===== config.mk =====
export PLATFORM = sky130hd
export DESIGN_NAME = cpu_mem_tester
export DESIGN_NICKNAME = d
export VERILOG_FILES = /design/src/rtl/cpu_mem_tester.sv
export SDC_FILE = /design/constraint.sdc
export NUM_CORES = 1
export LEC_CHECK = 0
export BUFFER_PORTS_ARGS = -buffer_cell sky130_fd_sc_hd__clkbuf_2
export CORE_UTILIZATION = 35
export CTS_CLUSTER_SIZE = 24
export DETAILED_ROUTE_END_ITERATION = 12
export SYNTH_ARGS = -nofsm -noshare
export SYNTH_HDL_FRONTEND = slang
export SYNTH_SLANG_ARGS = --single-unit

===== constraint.sdc =====
create_clock -name clk_114 -period 5.38 [get_ports clk_114]
set_input_delay 0.269 -clock clk_114 [delete_from_list [all_inputs] [get_ports clk_114]]
set_output_delay 0.269 -clock clk_114 [all_outputs]
set_load 0.03 [all_outputs]

===== src/rtl/cpu_mem_tester.sv =====
// CPU-side memory traffic generator/checker for the sdram_ctrl TG68-style cpu port.
// Writes an LFSR word pattern over an address window, then reads it back and compares.
// Each bus access is held stable until a clkena edge completes it; idle gaps are counted in clkena strobes.
module cpu_mem_tester #(
   parameter logic [15:0] SEED     = 16'hACE1,
   parameter int          IDLE_GAP = 0
) (
   input  logic        clk_114,
   input  logic        reset_n,
   input  logic        start,
   input  logic [23:0] base_addr,
   input  logic [15:0] length,
   output logic [23:0] cpuAddr,
   output logic [1:0]  cpuState,
   output logic        cpuL,
   output logic        cpuU,
   output logic        cpuLongWord,
   output logic [15:0] cpuWR,
   input  logic [15:0] cpuRD,
   input  logic        clkena,
   output logic        busy,
   output logic        done,
   output logic        pass,
   output logic [15:0] err_count,
   output logic [23:0] err_addr,
   output logic [15:0] err_data,
   output logic [15:0] err_exp
);

   typedef enum logic [2:0] {S_IDLE, S_WR, S_WGAP, S_RD, S_RGAP, S_FIN} state_t;

   localparam bit         HAS_GAP  = (IDLE_GAP != 0);
   localparam logic [3:0] GAP_LAST = IDLE_GAP[3:0] - 4'd1;

   localparam logic [1:0] BUS_IDLE = 2'b01;
   localparam logic [1:0] BUS_WR   = 2'b11;
   localparam logic [1:0] BUS_RD   = 2'b10;

   state_t      state_q, state_d;
   logic [23:0] addr_q, addr_d;
   logic [23:0] base_q, base_d;
   logic [15:0] len_q, len_d;
   logic [15:0] cnt_q, cnt_d;
   logic [15:0] lfsr_q, lfsr_d;
   logic [15:0] wr_q, wr_d;
   logic [3:0]  gap_q, gap_d;
   logic        pass_q, pass_d;
   logic [15:0] err_count_q, err_count_d;
   logic [23:0] err_addr_q, err_addr_d;
   logic [15:0] err_data_q, err_data_d;
   logic [15:0] err_exp_q, err_exp_d;

   // Fibonacci LFSR, taps 16,14,13,11, shifting left with feedback into bit 0.
   function automatic logic [15:0] lfsr_step(input logic [15:0] v);
      return {v[14:0], v[15] ^ v[13] ^ v[12] ^ v[10]};
   endfunction

   logic last_word;
   assign last_word = (cnt_q == (len_q - 16'd1));

   // Next-state and datapath update; every register holds unless a clkena edge completes something.
   always_comb begin
      state_d     = state_q;
      addr_d      = addr_q;
      base_d      = base_q;
      len_d       = len_q;
      cnt_d       = cnt_q;
      lfsr_d      = lfsr_q;
      wr_d        = wr_q;
      gap_d       = gap_q;
      pass_d      = pass_q;
      err_count_d = err_count_q;
      err_addr_d  = err_addr_q;
      err_data_d  = err_data_q;
      err_exp_d   = err_exp_q;

      unique case (state_q)
         S_IDLE: begin
            if (start) begin
               base_d      = base_addr;
               len_d       = length;
               pass_d      = 1'b0;
               err_count_d = '0;
               err_addr_d  = '0;
               err_data_d  = '0;
               err_exp_d   = '0;
               cnt_d       = '0;
               addr_d      = base_addr;
               lfsr_d      = SEED;
               wr_d        = SEED;
               if (length == 16'd0) begin
                  pass_d  = 1'b1;
                  state_d = S_FIN;
               end else begin
                  state_d = S_WR;
               end
            end
         end

         S_WR: begin
            if (clkena) begin
               gap_d = '0;
               if (last_word) begin
                  // Rewind for the read-back pass; the gap (if any) still precedes the first read.
                  cnt_d   = '0;
                  addr_d  = base_q;
                  lfsr_d  = SEED;
                  state_d = HAS_GAP ? S_WGAP : S_RD;
               end else begin
                  cnt_d   = cnt_q + 16'd1;
                  addr_d  = addr_q + 24'd1;
                  lfsr_d  = lfsr_step(lfsr_q);
                  wr_d    = lfsr_step(lfsr_q);
                  state_d = HAS_GAP ? S_WGAP : S_WR;
               end
            end
         end

         S_WGAP: begin
            if (clkena) begin
               if (gap_q == GAP_LAST) begin
                  // cnt is only zero here after the final write was completed.
                  state_d = (cnt_q == 16'd0) ? S_RD : S_WR;
               end else begin
                  gap_d = gap_q + 4'd1;
               end
            end
         end

         S_RD: begin
            if (clkena) begin
               gap_d = '0;
               if (cpuRD != lfsr_q) begin
                  if (err_count_q == 16'd0) begin
                     err_addr_d = addr_q;
                     err_data_d = cpuRD;
                     err_exp_d  = lfsr_q;
                  end
                  if (err_count_q != 16'hFFFF) begin
                     err_count_d = err_count_q + 16'd1;
                  end
               end
               cnt_d  = cnt_q + 16'd1;
               addr_d = addr_q + 24'd1;
               lfsr_d = lfsr_step(lfsr_q);
               if (last_word) begin
                  pass_d  = (err_count_d == 16'd0);
                  state_d = S_FIN;
               end else begin
                  state_d = HAS_GAP ? S_RGAP : S_RD;
               end
            end
         end

         S_RGAP: begin
            if (clkena) begin
               if (gap_q == GAP_LAST) begin
                  state_d = S_RD;
               end else begin
                  gap_d = gap_q + 4'd1;
               end
            end
         end

         S_FIN: begin
            state_d = S_IDLE;
         end

         default: begin
            state_d = S_IDLE;
         end
      endcase
   end

   // State and datapath registers; reset aborts any test in flight.
   always_ff @(posedge clk_114 or negedge reset_n) begin
      if (!reset_n) begin
         state_q     <= S_IDLE;
         addr_q      <= '0;
         base_q      <= '0;
         len_q       <= '0;
         cnt_q       <= '0;
         lfsr_q      <= SEED;
         wr_q        <= '0;
         gap_q       <= '0;
         pass_q      <= 1'b0;
         err_count_q <= '0;
         err_addr_q  <= '0;
         err_data_q  <= '0;
         err_exp_q   <= '0;
      end else begin
         state_q     <= state_d;
         addr_q      <= addr_d;
         base_q      <= base_d;
         len_q       <= len_d;
         cnt_q       <= cnt_d;
         lfsr_q      <= lfsr_d;
         wr_q        <= wr_d;
         gap_q       <= gap_d;
         pass_q      <= pass_d;
         err_count_q <= err_count_d;
         err_addr_q  <= err_addr_d;
         err_data_q  <= err_data_d;
         err_exp_q   <= err_exp_d;
      end
   end

   // Bus-cycle type and strobes decode straight from the state register, so they change only on edges.
   always_comb begin
      cpuState = BUS_IDLE;
      cpuL     = 1'b1;
      cpuU     = 1'b1;
      if (state_q == S_WR) begin
         cpuState = BUS_WR;
         cpuL     = 1'b0;
         cpuU     = 1'b0;
      end else if (state_q == S_RD) begin
         cpuState = BUS_RD;
         cpuL     = 1'b0;
         cpuU     = 1'b0;
      end
   end

   assign cpuAddr     = addr_q;
   assign cpuWR       = wr_q;
   assign cpuLongWord = 1'b0;
   assign busy        = (state_q != S_IDLE);
   assign done        = (state_q == S_FIN);
   assign pass        = pass_q;
   assign err_count   = err_count_q;
   assign err_addr    = err_addr_q;
   assign err_data    = err_data_q;
   assign err_exp     = err_exp_q;

endmodule


# --- Word-level counts from Yosys, hierarchy flattened ---
# Cells that the tools add are included.
totals:
  register_bits: 192
  in_bits: 60
  output_inout_bits: 120
op_classes:
  add_sub_neg: 5
  n_eq_ne: 23
  mux: 62
  n_bitwise: 3
  n_reduce_logical: 20
ops:
  columns: ["cell", "n"]
  rows:
  - ["two-way mux 16 bit", 21]
  - ["two-way mux 24 bit", 8]
  - ["one-hot mux 16 bit (2 select lines)", 4]
  - ["one-hot mux 16 bit (3 select lines)", 2]
  - ["one-hot mux 24 bit (3 select lines)", 1]
  - ["logical NOT 16 bit", 4]
  - ["one-hot mux 24 bit (2 select lines)", 1]
  - ["adder 16 x 1 -> 16 bit (second input constant)", 2]
  - ["two-way mux 3 bit", 9]
  - ["adder 24 x 1 -> 24 bit (second input constant)", 1]
  - ["inequality test 2 bit (second input constant)", 12]
  - ["equality test 16 bit", 1]
  - ["inequality test 16 bit", 1]
  - ["inequality test 16 bit (second input constant)", 1]
  - ["AND reduction 4 bit", 4]
  - ["subtractor 16 x 1 -> 16 bit (second input constant)", 1]
  - ["one-hot mux 3 bit (5 select lines)", 1]
  - ["two-way mux 4 bit", 3]
  - ["two-way mux 2 bit", 4]
  - ["one-hot mux 4 bit (2 select lines)", 1]
  - ["AND reduction 7 bit", 1]
  - ["equality test 3 x 2 -> 1 bit (second input constant)", 2]
  - ["equality test 3 bit (second input constant)", 2]
  - ["two-way mux 1 bit", 6]
  - ["other kinds (13)", 20]

# --- Depth between registers and ports, before layout ---
depth:
  ltp_word: 9
  ltp_mapped: 12

# --- Least setup slack after synthesis ---
# OpenSTA, ideal clock, no wires.
synth_path:
  path_type: "register to register"
  start: "reg len_q[5]"
  end: "reg addr_q[2] (netlist: cpuAddr[2])"
  arrival_ns: 2.942
  required_time_ns: 5.261
  slack_ns: 2.320
  path_stages_with_launch: 11
  synth_period_minus_slack_ns: 3.060
  path_cell_list: "dfrtp_1 or4_4 or3_1 buf_2 nor4_4 xnor2_1 a211o_1 buf_1 nor2_2 mux2_2 o21a_1"
synth_via:
  elab_chain_len: 5
synth_rtl:
  columns: ["item", "line", "rtl"]
  rows:
  - ["from (decl)", "42", "logic [15:0] len_q, len_d;"]
  - ["from (signal assigned)", "195", "len_q <= len_d;"]
  - ["subtractor 16 x 1 -> 16 bit", "59", "assign last_word = (cnt_q == (len_q - 16'd1));"]
  - ["equality test 16 bit", "59", null]
  - ["two-way mux 24 bit", "103", "if (last_word) begin"]
  - ["two-way mux 24 bit", "101", "if (clkena) begin"]
  - ["one-hot mux 24 bit (3 select lines)", "77", "unique case (state_q)"]
  - ["to (signal assigned)", "193", "addr_q <= addr_d;"]
  - ["to (decl)", "40", "logic [23:0] addr_q, addr_d;"]
# Every way passes these cells. The select of a mux whose other input is x is not followed.
# A chain may end at the register's enable or synchronous reset.

# --- Final worst setup path ---
layout_path:
  start: "reg len_q[0]"
  end: "reg cnt_q[9]"
layout_via:
  elab_chain_len: 5
layout_rtl:
  columns: ["item", "line", "rtl"]
  rows:
  - ["subtractor 16 x 1 -> 16 bit", "59", null]
  - ["equality test 16 bit", "59", null]
  - ["two-way mux 16 bit", "103", null]
  - ["two-way mux 16 bit", "101", null]
  - ["one-hot mux 16 bit (3 select lines)", "77", null]
  - ["to (signal assigned)", "196", "cnt_q <= cnt_d;"]
  - ["to (decl)", "43", "logic [15:0] cnt_q, cnt_d;"]
# Every way passes these cells. The select of a mux whose other input is x is not followed.

==> run summary <==
Status -> finished clean
Net Count, Synth -> 1174
Post-synth top area share -> 46.90%
Setup TNS -> 0 ns
Most used DFF post-synth -> dfrtp_1
Clk sinks -> 192
Count of final hold-check violations -> 0
Gr usage total -> 19.52%
Antenna violations before repair -> 3
Worst Reg2Reg Path Length in Cells -> 10
Die Area -> 28730 um^2
I/O Pins -> 180
Seq/Total Area, Yosys -> 49.04%
CP endpoint kind -> flop
CTS resizes -> 0
Async set or reset register ratio after synthesis -> 100.0%
Max Fanout on Critical Path -> 15
Critical path launch point type -> flop
Worst hold path endpoint -> base_q[18]
Mux contribution to synthesized area -> 1.644%
Setup-failing EPs final -> 0
Crit path from -> len_q[0]
Most common cell in the netlist -> nand2_1
DRC viols -> 0
Initial DRC Count -> 654
Overall die width -> 169.5 um
Fin worst setup slack -> 1.231 ns
Synth Cell Area -> 9818 um^2
Worst r2r src -> len_q[0]
Yosys cell types -> 70
Wire length per cell -> 16.83 um
Slew headroom -> 31.07%
GPL Wtd Cong -> 0.8436
Max Slew Vio Count -> 0
Simple-gate share of the synthesized area -> 22.79%
Setup CP Type -> reg -> reg
Worst hold path depth -> 3
Slew @ Worst Pin -> 1.034 ns
Adder-cell share of the synthesized area -> 0.8921%
Site Rows -> 60
Initial Util -> 36.03%
Maximum operating frequency -> 241.0 MHz
Number of max-cap violations -> 0
Syn avg cell area -> 8.869 um^2
First-pass GRT wire length -> 44.45 mm
Peak VDD IR -> 0.0004025 V
Clock Latency Late Sink -> 0.43 ns
Synthesis-to-layout area growth -> 18.45%
Tmin final -> 4.149 ns
#FFs+latches synth -> 192
CTS Buf Count -> 17
Largest family of logic cells by synthesized area -> simple AND/OR/NAND/NOR gates
Compound-Gate Fraction of Synth Area -> 15.73%
Area of the core -> 27250 um^2
Worst Path Required -> 5.68 ns
Clk slew on worst S/H paths -> 0.07 ns
RSZ-0062 raised after global routing -> no
Detailed placer's ending HPWL -> 19.00 mm
Synthesis Warnings -> 0
Cell Pwr Density -> 598.0 nW/um^2
Share of cells above drive strength 1 -> 19.40%
CP Data Arrival Time -> 4.45 ns
Leakage power -> 5.266 nW
Hold path start -> base_addr[18]
Worst flop-to-flop path endpoint -> cnt_q[9]
Routed vias -> 8489
Top post-synthesis cells by area -> dfrtp_1 (47%), nand2_1 (11%), o21ai_0 (5.4%), xnor2_1 (4.7%), nor2_1 (2.6%)
Setup bufs post-CTS -> 0
EDFF count, synth -> 0
Port bufs -> 178
Vias in the first global route -> 8103
Global route overflow -> 0
Final WL -> 27.49 mm
CTS Root Cell -> clkbuf_16
Synth area leader -> dfrtp_1
XOR/XNOR Fraction of Synth Area -> 6.423%
R2R setup slack -> 1.23 ns
Tcrit/Tclk final -> 77.11%
Final nets -> 1312
Remaining antenna violation count -> 0
Longest Clk Path Bufs -> 2
Worst hold slack -> 0.04827 ns
CTS tree -> yes
Cells after Synth -> 1107
DP Worst Slack -> 1.272 ns
Die Y -> 169.5 um
H-tree depth -> 4
Synth top cells by count -> nand2_1 (286), dfrtp_1 (184), o21ai_0 (106)
Vias/cell -> 5.198
Worst hold path type -> in -> reg
Largest net degree at the start of global routing -> 113
Post-route clock skew -> 0.01617 ns
DRT Pass-1 Iters -> 5
==> cell usage in the layout (no fill, tap or decap), drive strengths merged, types with 4 or more instances in the layout <==
master | synthesis | layout
buf | 12 | 11
nor2b | 7 | 7
nor4 | 20 | 20
o31ai | 10 | 10
or3 | 12 | 12
nand2 | 286 | 286
ha | 7 | 7
nand2b | 5 | 5
nand4 | 21 | 21
xnor2 | 53 | 53
dfrtp | 184 | 184
mux2i | 15 | 15
nor3 | 18 | 18
inv | 12 | 14
a21oi | 32 | 32
o21ai | 106 | 106
xor2 | 19 | 19
nor2 | 69 | 69
and3 | 13 | 13
a22oi | 11 | 11
clkbuf | 59 | 199
nor4b | 6 | 6
a22o | 23 | 23
clkinvlp | 0 | 4
a31oi | 7 | 7
o22a | 14 | 14
nand3 | 24 | 24
a211o | 7 | 7
dfstp | 8 | 8
==> metal layers <==
layer  up-vias  GRT usage [%]  share of wire (%)
li1       4128              -                  -
met1      4118          27.64                 48
met2       225          30.61                 45
met3        18          3.871                5.1
met4         0          4.191                1.0
met5         -          1.739                  0
==> kinds of logic (layout without fill, tap and decap cells) <==
logic type,after synthesis,after routing
AOI/OAI and AO/OA,240,240
xor gates and xnor gates,72,72
adders and majority gates,7,7
buffers and inverters,84,235
DFF,192,192
muxes,16,16
other,1,4
and+or+nand+nor,495,495
==> worst max path at each step <==
stage | to | slack [ns]
2_1_floorplan | cpuAddr[2] | 2.32
3_3_place_gp | cnt_q[14] | 1.37
3_5_place_dp | cnt_q[10] | 1.27
4_1_cts | cnt_q[9] | 1.22
5_1_grt | cpuWR[7] | 0.88
6_report | cnt_q[9] | 1.23
==> worst max-delay path: stages (launching register included) <==
cell,delay (ns)
dfrtp_1,0.42
inv_1,0.09
ha_1,0.20
or4b_1,0.54
nor4_2,0.20
xnor2_1,0.10
a2111oi_0,0.38
nand4_1,0.68
or3_1,0.89
a21oi_4,0.41
nor2_1,0.09
==> final cells by class <==
class                   instances  area [um^2]
diodes                          3        7.507
clock buffers                  21        460.4
clock inverters                11        153.9
fillers                      2683        15620
inverters                      13        48.80
multi-input cells             831         4687
flip-flops and latches        192         4815
well taps                     372        465.4
repair buffers                190        992.2
==> registers in the layout, indices dropped and copies added, names as in the netlist <==
name,flops
base_q,24
cpuAddr,24
err_addr,24
cnt_q,16
cpuWR,16
err_count,16
err_data,16
err_exp,16
len_q,16
lfsr_q,16
gap_q,4
state_q,3
pass,1
==> what timing repair did <==
action / CTS / global route
hold buffers: 1 / 0
setup endpoints to repair: 0 / 0
hold endpoints to repair: 90 / 0
==> through the flow <==
step,std cells,instance area [um^2],util (%),total power [mW]
6_report,1633,11630,42.68,6.955
5_1_grt,1632,11630,42.67,7.452
4_1_cts,1630,11620,42.65,7.007
3_5_place_dp,1597,11000,40.36,5.652
3_3_place_gp,1597,11000,40.36,5.597
2_1_floorplan,1107,9818,-,4.686
==> report_power, final <==
part / switching, mW / leakage, nW / internal, mW / total (mW)
Sequential: 0.614 / 2.46 / 2.01 / 2.62
Combinational: 2.00 / 2.52 / 0.995 / 2.99
Clock: 0.577 / 0.288 / 0.763 / 1.34
Note: power is estimated with default switching activity, not from simulation.
